## src/rtl/time_cnt_pkg.sv

```systemverilog
// Shared definitions for the real-time clock counter chain: stage moduli,
// the BCD digit-pair type, binary-to-BCD conversion and parameter checking.
package time_cnt_pkg;

   localparam int MOD_SECONDS = 60;
   localparam int MOD_MINUTES = 60;
   localparam int MOD_HOURS   = 24;

   // Largest modulus whose top value still fits in two BCD digits.
   localparam int MOD_LIMIT   = 100;

   typedef struct packed {
      logic [3:0] tens;
      logic [3:0] ones;
   } bcd_pair_t;

   // Split a value below 100 into its decimal tens and ones digits.
   function automatic bcd_pair_t to_bcd(input logic [31:0] value);
      bcd_pair_t pair;
      pair.tens = 4'(value / 32'd10);
      pair.ones = 4'(value % 32'd10);
      return pair;
   endfunction

   // True when a stage's modulus, count width and reset value are usable
   // together: the modulus must fit two BCD digits, the count register must
   // hold every value up to modulus-1 and the reset value must be in range.
   function automatic bit params_legal(input int modulus,
                                       input int width,
                                       input int reset_value);
      return (modulus >= 2) && (modulus <= MOD_LIMIT)
          && (width >= 1) && (width <= 31)
          && ((longint'(1) << width) >= longint'(modulus))
          && (reset_value >= 0) && (reset_value < modulus);
   endfunction

endpackage

```

## src/rtl/time_unit_counter_if.sv

```systemverilog
// Control and status bundle of one time-field counter stage. The master side
// issues ticks, direction and time-set loads; the slave side is the counter.
interface time_unit_counter_if #(
   parameter int WIDTH = 7
);

   logic             tick_in;
   logic             count_down;
   logic             load;
   logic [WIDTH-1:0] load_value;

   logic [WIDTH-1:0] q_count;
   logic [3:0]       q_tens;
   logic [3:0]       q_ones;
   logic             tc_out;
   logic             load_err;

   modport master (
      output tick_in,
      output count_down,
      output load,
      output load_value,
      input  q_count,
      input  q_tens,
      input  q_ones,
      input  tc_out,
      input  load_err
   );

   modport slave (
      input  tick_in,
      input  count_down,
      input  load,
      input  load_value,
      output q_count,
      output q_tens,
      output q_ones,
      output tc_out,
      output load_err
   );

endinterface

```

## src/rtl/bcd_pair_counter.sv

```systemverilog
// Two-digit BCD up/down counter that tracks the binary count of a stage in
// lockstep, so the display digits come straight from registers.
module bcd_pair_counter
   import time_cnt_pkg::*;
#(
   parameter logic [3:0] RESET_TENS = 4'd0,
   parameter logic [3:0] RESET_ONES = 4'd0
) (
   input  logic       clk,
   input  logic       reset,
   input  logic       inc,
   input  logic       dec,
   input  logic       load,
   input  logic [3:0] load_tens,
   input  logic [3:0] load_ones,
   input  logic [3:0] max_tens,
   input  logic [3:0] max_ones,
   output logic [3:0] tens,
   output logic [3:0] ones
);

   logic [3:0] tens_q;
   logic [3:0] tens_d;
   logic [3:0] ones_q;
   logic [3:0] ones_d;
   logic       at_max;
   logic       at_zero;

   // Detect the two wrap points of the digit pair: the stage's top value and 00.
   always_comb begin
      at_max  = (tens_q == max_tens) && (ones_q == max_ones);
      at_zero = (tens_q == 4'd0) && (ones_q == 4'd0);
   end

   // Next digit pair: a load overrides stepping; stepping ripples the ones
   // digit into the tens digit and wraps the whole pair at either end.
   always_comb begin
      tens_d = tens_q;
      ones_d = ones_q;
      if (load) begin
         tens_d = load_tens;
         ones_d = load_ones;
      end else if (inc) begin
         if (at_max) begin
            tens_d = 4'd0;
            ones_d = 4'd0;
         end else if (ones_q == 4'd9) begin
            tens_d = tens_q + 4'd1;
            ones_d = 4'd0;
         end else begin
            ones_d = ones_q + 4'd1;
         end
      end else if (dec) begin
         if (at_zero) begin
            tens_d = max_tens;
            ones_d = max_ones;
         end else if (ones_q == 4'd0) begin
            tens_d = tens_q - 4'd1;
            ones_d = 4'd9;
         end else begin
            ones_d = ones_q - 4'd1;
         end
      end
   end

   // Digit registers, returned to the stage's reset value on a synchronous reset.
   always_ff @(posedge clk) begin
      if (reset) begin
         tens_q <= RESET_TENS;
         ones_q <= RESET_ONES;
      end else begin
         tens_q <= tens_d;
         ones_q <= ones_d;
      end
   end

   assign tens = tens_q;
   assign ones = ones_q;

endmodule

```

## src/rtl/time_unit_counter.sv

```systemverilog
// One modulo-MODULUS stage of the real-time clock chain (seconds, minutes or
// hours). Counts up or down on tick_in, accepts range-checked time-set loads,
// and emits a registered carry/borrow pulse for the next stage plus BCD digits.
module time_unit_counter
   import time_cnt_pkg::*;
#(
   parameter int MODULUS     = 60,
   parameter int WIDTH       = 7,
   parameter int RESET_VALUE = 0
) (
   input logic                clk,
   input logic                reset,
   time_unit_counter_if.slave bus
);

   localparam logic [WIDTH-1:0] MAX_COUNT   = WIDTH'(MODULUS - 1);
   localparam logic [WIDTH-1:0] ZERO_COUNT  = '0;
   localparam logic [WIDTH-1:0] ONE_COUNT   = WIDTH'(1);
   localparam logic [WIDTH-1:0] RESET_COUNT = WIDTH'(RESET_VALUE);
   localparam logic [WIDTH:0]   MODULUS_EXT = (WIDTH + 1)'(MODULUS);
   localparam bcd_pair_t        MAX_BCD     = to_bcd(32'(MODULUS - 1));
   localparam bcd_pair_t        RESET_BCD   = to_bcd(32'(RESET_VALUE));

   // Refuse to elaborate a stage whose parameters cannot work together.
   generate
      if (!params_legal(MODULUS, WIDTH, RESET_VALUE)) begin : g_bad_params
         $error("time_unit_counter: illegal MODULUS/WIDTH/RESET_VALUE combination");
      end
   endgenerate

   logic [WIDTH-1:0] count_q;
   logic [WIDTH-1:0] count_d;
   logic             tc_q;
   logic             tc_d;
   logic             load_err_q;
   logic             load_err_d;

   logic             load_in_range;
   logic             load_accept;
   logic             load_reject;
   logic             step_en;
   logic             step_up;
   logic             step_down;
   logic             at_max;
   logic             at_zero;
   bcd_pair_t        load_bcd;

   // Decode this cycle's action: a load always swallows a coincident tick,
   // even when the load itself is rejected as out of range.
   always_comb begin
      load_in_range = ({1'b0, bus.load_value} < MODULUS_EXT);
      load_accept   = bus.load && load_in_range;
      load_reject   = bus.load && !load_in_range;
      step_en       = bus.tick_in && !bus.load;
      step_up       = step_en && !bus.count_down;
      step_down     = step_en && bus.count_down;
      at_max        = (count_q == MAX_COUNT);
      at_zero       = (count_q == ZERO_COUNT);
      load_bcd      = to_bcd(32'(bus.load_value));
   end

   // Next binary count and status pulses; the count never leaves 0..MODULUS-1,
   // wrapping to the opposite end instead of passing through out-of-range values.
   always_comb begin
      count_d    = count_q;
      tc_d       = 1'b0;
      load_err_d = load_reject;
      if (load_accept) begin
         count_d = bus.load_value;
      end else if (step_up) begin
         if (at_max) begin
            count_d = ZERO_COUNT;
            tc_d    = 1'b1;
         end else begin
            count_d = count_q + ONE_COUNT;
         end
      end else if (step_down) begin
         if (at_zero) begin
            count_d = MAX_COUNT;
            tc_d    = 1'b1;
         end else begin
            count_d = count_q - ONE_COUNT;
         end
      end
   end

   // Binary count and pulse registers; reset clears any carry or load error.
   always_ff @(posedge clk) begin
      if (reset) begin
         count_q    <= RESET_COUNT;
         tc_q       <= 1'b0;
         load_err_q <= 1'b0;
      end else begin
         count_q    <= count_d;
         tc_q       <= tc_d;
         load_err_q <= load_err_d;
      end
   end

   // The display digits step with the same qualified controls as the binary count.
   bcd_pair_counter #(
      .RESET_TENS (RESET_BCD.tens),
      .RESET_ONES (RESET_BCD.ones)
   ) u_bcd (
      .clk       (clk),
      .reset     (reset),
      .inc       (step_up),
      .dec       (step_down),
      .load      (load_accept),
      .load_tens (load_bcd.tens),
      .load_ones (load_bcd.ones),
      .max_tens  (MAX_BCD.tens),
      .max_ones  (MAX_BCD.ones),
      .tens      (bus.q_tens),
      .ones      (bus.q_ones)
   );

   assign bus.q_count  = count_q;
   assign bus.tc_out   = tc_q;
   assign bus.load_err = load_err_q;

endmodule

```

## src/flat_wrapper.sv

```systemverilog
// flat-port wrapper written by rule: the top's interface ports become plain ports
module time_unit_counter_flat import time_cnt_pkg::*;
#(
   parameter int MODULUS     = 60,
   parameter int WIDTH       = 7,
   parameter int RESET_VALUE = 0
)
  (clk, reset, bus_tick_in, bus_count_down, bus_load, bus_load_value, bus_q_count, bus_q_tens, bus_q_ones, bus_tc_out, bus_load_err);
  time_unit_counter_if #(.WIDTH(WIDTH)) bus_i ();
  input logic clk;
  input logic reset;
  input wire logic [$bits(bus_i.tick_in)-1:0] bus_tick_in;
  input wire logic [$bits(bus_i.count_down)-1:0] bus_count_down;
  input wire logic [$bits(bus_i.load)-1:0] bus_load;
  input wire logic [$bits(bus_i.load_value)-1:0] bus_load_value;
  output wire logic [$bits(bus_i.q_count)-1:0] bus_q_count;
  output wire logic [$bits(bus_i.q_tens)-1:0] bus_q_tens;
  output wire logic [$bits(bus_i.q_ones)-1:0] bus_q_ones;
  output wire logic [$bits(bus_i.tc_out)-1:0] bus_tc_out;
  output wire logic [$bits(bus_i.load_err)-1:0] bus_load_err;
  assign bus_i.tick_in = bus_tick_in;
  assign bus_i.count_down = bus_count_down;
  assign bus_i.load = bus_load;
  assign bus_i.load_value = bus_load_value;
  assign bus_q_count = bus_i.q_count;
  assign bus_q_tens = bus_i.q_tens;
  assign bus_q_ones = bus_i.q_ones;
  assign bus_tc_out = bus_i.tc_out;
  assign bus_load_err = bus_i.load_err;
  time_unit_counter #(.MODULUS(MODULUS), .WIDTH(WIDTH), .RESET_VALUE(RESET_VALUE)) u_core (.clk(clk), .reset(reset), .bus(bus_i));
endmodule
```

## config.mk

```make
export PLATFORM = sky130hd
export DESIGN_NAME = time_unit_counter_flat
export DESIGN_NICKNAME = d
export VERILOG_FILES = /design/src/rtl/time_cnt_pkg.sv /design/src/rtl/time_unit_counter_if.sv /design/src/rtl/bcd_pair_counter.sv /design/src/rtl/time_unit_counter.sv /design/src/flat_wrapper.sv
export SDC_FILE = /design/constraint.sdc
export NUM_CORES = 1
export LEC_CHECK = 0
export BUFFER_PORTS_ARGS = -buffer_cell sky130_fd_sc_hd__buf_2
export CORE_ASPECT_RATIO = 1.4
export CORE_UTILIZATION = 25
export CTS_CLUSTER_SIZE = 10
export DETAILED_ROUTE_END_ITERATION = 6
export SLEW_MARGIN = 10
export SYNTH_ARGS = -nofsm -noshare
export SYNTH_HDL_FRONTEND = slang
export SYNTH_SLANG_ARGS = --single-unit
```

## constraint.sdc

```tcl
create_clock -name clk -period 8.61 [get_ports clk]
set_input_delay 1.722 -clock clk [delete_from_list [all_inputs] [get_ports clk]]
set_output_delay 1.722 -clock clk [all_outputs]
set_load 0.02 [all_outputs]
```

==> results.yml <==
placement:
  portBuffers: 28
  place_ws_ps: 4310
  dp_hpwl_um: 3707
  gp_congestion: 0.8703
cts:
  clock_path_buffers: 2
  numCtsBuffers: 3
  clkTransAtPathRegs_ps: 80
  cts.sinks: 17
  post-cts-setup-buffer-count: 0
  clock_insertion_delay_worst_skew_ps: 270
  cts_root_buf: "clkbuf_8"
  cts_resized: 0
  cts_tree: "yes"
  hold_buffers: 0
  htreeDepth: 1
layout:
  mostFrequentLayoutCells: "buf_2 (28), nor2_1 (26), nand2_1 (25)"
  num_antenna_cells: 0
  syn_to_final_growth_pct: 11.86
  drive_above_1_share_pct: 14.72
  n_fill_cell: 778
  final_common_cell: "buf_2"
  final_nets: 284
setup_path:
  critPathMaxStageDelay_ps: 340
  cp-end-kind: "flip-flop"
  worstPathCellList: "buf_2, or2_2, ha_1, and2b_1, a211o_1, a32oi_1, o31ai_1, a221o_1, o21a_1, a2111oi_2"
  cp-start-kind: "input port"
  slowest_stage: "a2111oi_2"
  cp_max_fo: 12
  critPathTopFamily: "compound AO/OA/AOI/OAI gates"
  crit_buf_inv: 1
  required_ps: 8780
  arrival_ps: 4200
  critPathKind: "input port to flip-flop"
floorplan:
  dieArea_mm2: 0.007478
  start_util_pct: 25.70
  dieHeight_um: 101.9
  rows: 36
  dieWidth_um: 73.38
  fp.coreArea_mm2: 0.006937
  ios: 29
routing:
  wl_per_cell_um: 14.27
  routed_wl_um: 5136
  vias_per_cell: 5.483
  drc: 0
  vias: 1974
  drt_first_pass_iters: 4
  ant_nets: 0
  drtIter0Drc: 145
global_routing:
  grt_antenna_before_repair: 0
  grt_pass1_vias: 1656
  grt_pass1_wl_um: 8038
  met1_usage_pct: 17.83
  grtUsageMet3_pct: 1.874
  grtUsageTotal_pct: 13.84
  grt_max_degree: 21
  grtUsageMet2_pct: 23.08
  top_usage_layer: "met2"
  overflow: 0
sta:
  fmax_mhz: 248.2
  final-setup-viol-count: 0
  tightest_slew_ps: 862.5
  hold_viol: 0
  holdWs_ps: 598.1
  timing.final.ws_setup_ps: 4581
  fin_crit_sh_pct: 46.80
  setup_tns_ps: 0
  fin_crit_ps: 4029
  rsz0062_at_grt: "false"
  slew_violations: 0
  skew_ps: 2.220
  max_slew_margin_pct: 42.50
synthesis:
  async_flop_share_pct: 0
  synth_top_cell_by_area: "dfxtp_1"
  synth_compound_area_share_pct: 36.28
  synth_nets: 271
  synthAdderAreaFrac_pct: 4.842
  synth-simple-area-share_pct: 28.00
  synthCells: 253
  syn_avg_cell_area_um2: 7.047
  synthMuxAreaShare_pct: 1.123
  synth_edf_count: 0
  synth_cell_types: 61
  synth_top_family_by_area: "compound AO/OA/AOI/OAI gates"
  syn_area_mm2: 0.001783
  ys_ff_latch: 17
  yosys_warnings: 0
  synth_xor_xnor_area_share_pct: 2.947
  synth_top_area_share_pct: 19.09
  synth_area_leaders: "dfxtp_1 (19%), a21oi_1 (5.6%), nor2_1 (5.5%), nand2_1 (5.3%), o21ai_0 (4.8%)"
  synth_flop_cell: "dfxtp_1"
  yosysSeqAreaShare_pct: 19.09
run:
  drv_cap: 0
power:
  power_mw: 0.2713
  power_density_mw_per_mm2: 136.0
  ir_drop_mv: 0.05903
  p_leak_nw: 0.7714
outcome:
  status: "finished clean"
worst_hold_path:
  min_path_type: "flip-flop to flip-flop"
final timing paths:
kind	start	to	slack, ps	cells after the start
worst max-delay path	bus_load_value[5]	u_core.u_bcd.ones[1]$_SDFFE_PP0P_	4580	10
worst min-delay path	u_core.bus.q_count[5]$_SDFFE_PP0P_	u_core.bus.q_count[5]$_SDFFE_PP0P_	600	2
worst max register to register	u_core.bus.q_count[2]$_SDFFE_PP0P_	u_core.bus.q_count[5]$_SDFFE_PP0P_	6460	7
worst min register to register	u_core.bus.q_count[5]$_SDFFE_PP0P_	u_core.bus.q_count[5]$_SDFFE_PP0P_	600	2
synth_stat cells, types with 4 or more instances:
master / count
inv_1: 11
dfxtp_1: 17
nor3_1: 7
nor2b_1: 4
a221oi_1: 5
nor2_1: 26
nand3_1: 5
o31ai_1: 4
clkbuf_1: 13
nor3b_1: 4
a31oi_1: 6
nand3b_1: 4
a21oi_1: 20
nand2_1: 25
a22oi_1: 5
o21ai_0: 17
ha_1: 6
per-stage QoR:
step	area, um2	cells	utilization [%]
finish	1994	360	28.75
global route	1994	360	28.75
CTS	1994	360	28.75
detailed placement	1949	356	28.10
global placement	1949	356	28.10
floorplan	1783	253	-
flip-flops by register name, summed over array words and instances, names as in the netlist:
signal	count
u_core.bus.q_count	7
u_core.u_bcd.ones	4
u_core.u_bcd.tens	4
u_core.bus.load_err	1
u_core.bus.tc_out	1
tightest hold or removal path, cell delays in order, from the launching register on:
cell and delay (ps):
dfxtp_1 390, nand2_1 90, a311oi_1 80
layer usage:
layer | share of wire [%] | up-vias
met3 | 5.5 | 5
met1 | 44 | 925
met2 | 49 | 65
met4 | 1.5 | 0
met5 | 0 | -
li1 | - | 979
logic make-up (layout without fill, tap and decap cells):
logic type / after synthesis / count (layout)
buffers and inverters: 32 / 44
flip-flops: 17 / 17
adder cells (fa/ha/maj): 7 / 7
AO/OA/AOI/OAI: 92 / 92
multiplexers: 2 / 2
XOR/XNOR: 6 / 6
AND/OR/NAND/NOR: 97 / 97
where the power goes:
part,switching (mW),internal (mW)
logic,0.0619,0.0429
clock network,0.0331,0.0331
registers,0.0151,0.0852
final cells by class:
class | count | area, um2 | share of cell area [%]
Inverter | 12 | 45.04 | 2.258
Timing Repair Buffer | 28 | 140.1 | 7.026
Sequential cell | 17 | 340.3 | 17.06
Clock buffer | 4 | 45.04 | 2.258
Tap cell | 95 | 118.9 | 5.960
Multi-Input combinational cell | 204 | 1305 | 65.43
No activity file was read; power rests on OpenSTA's default activity.
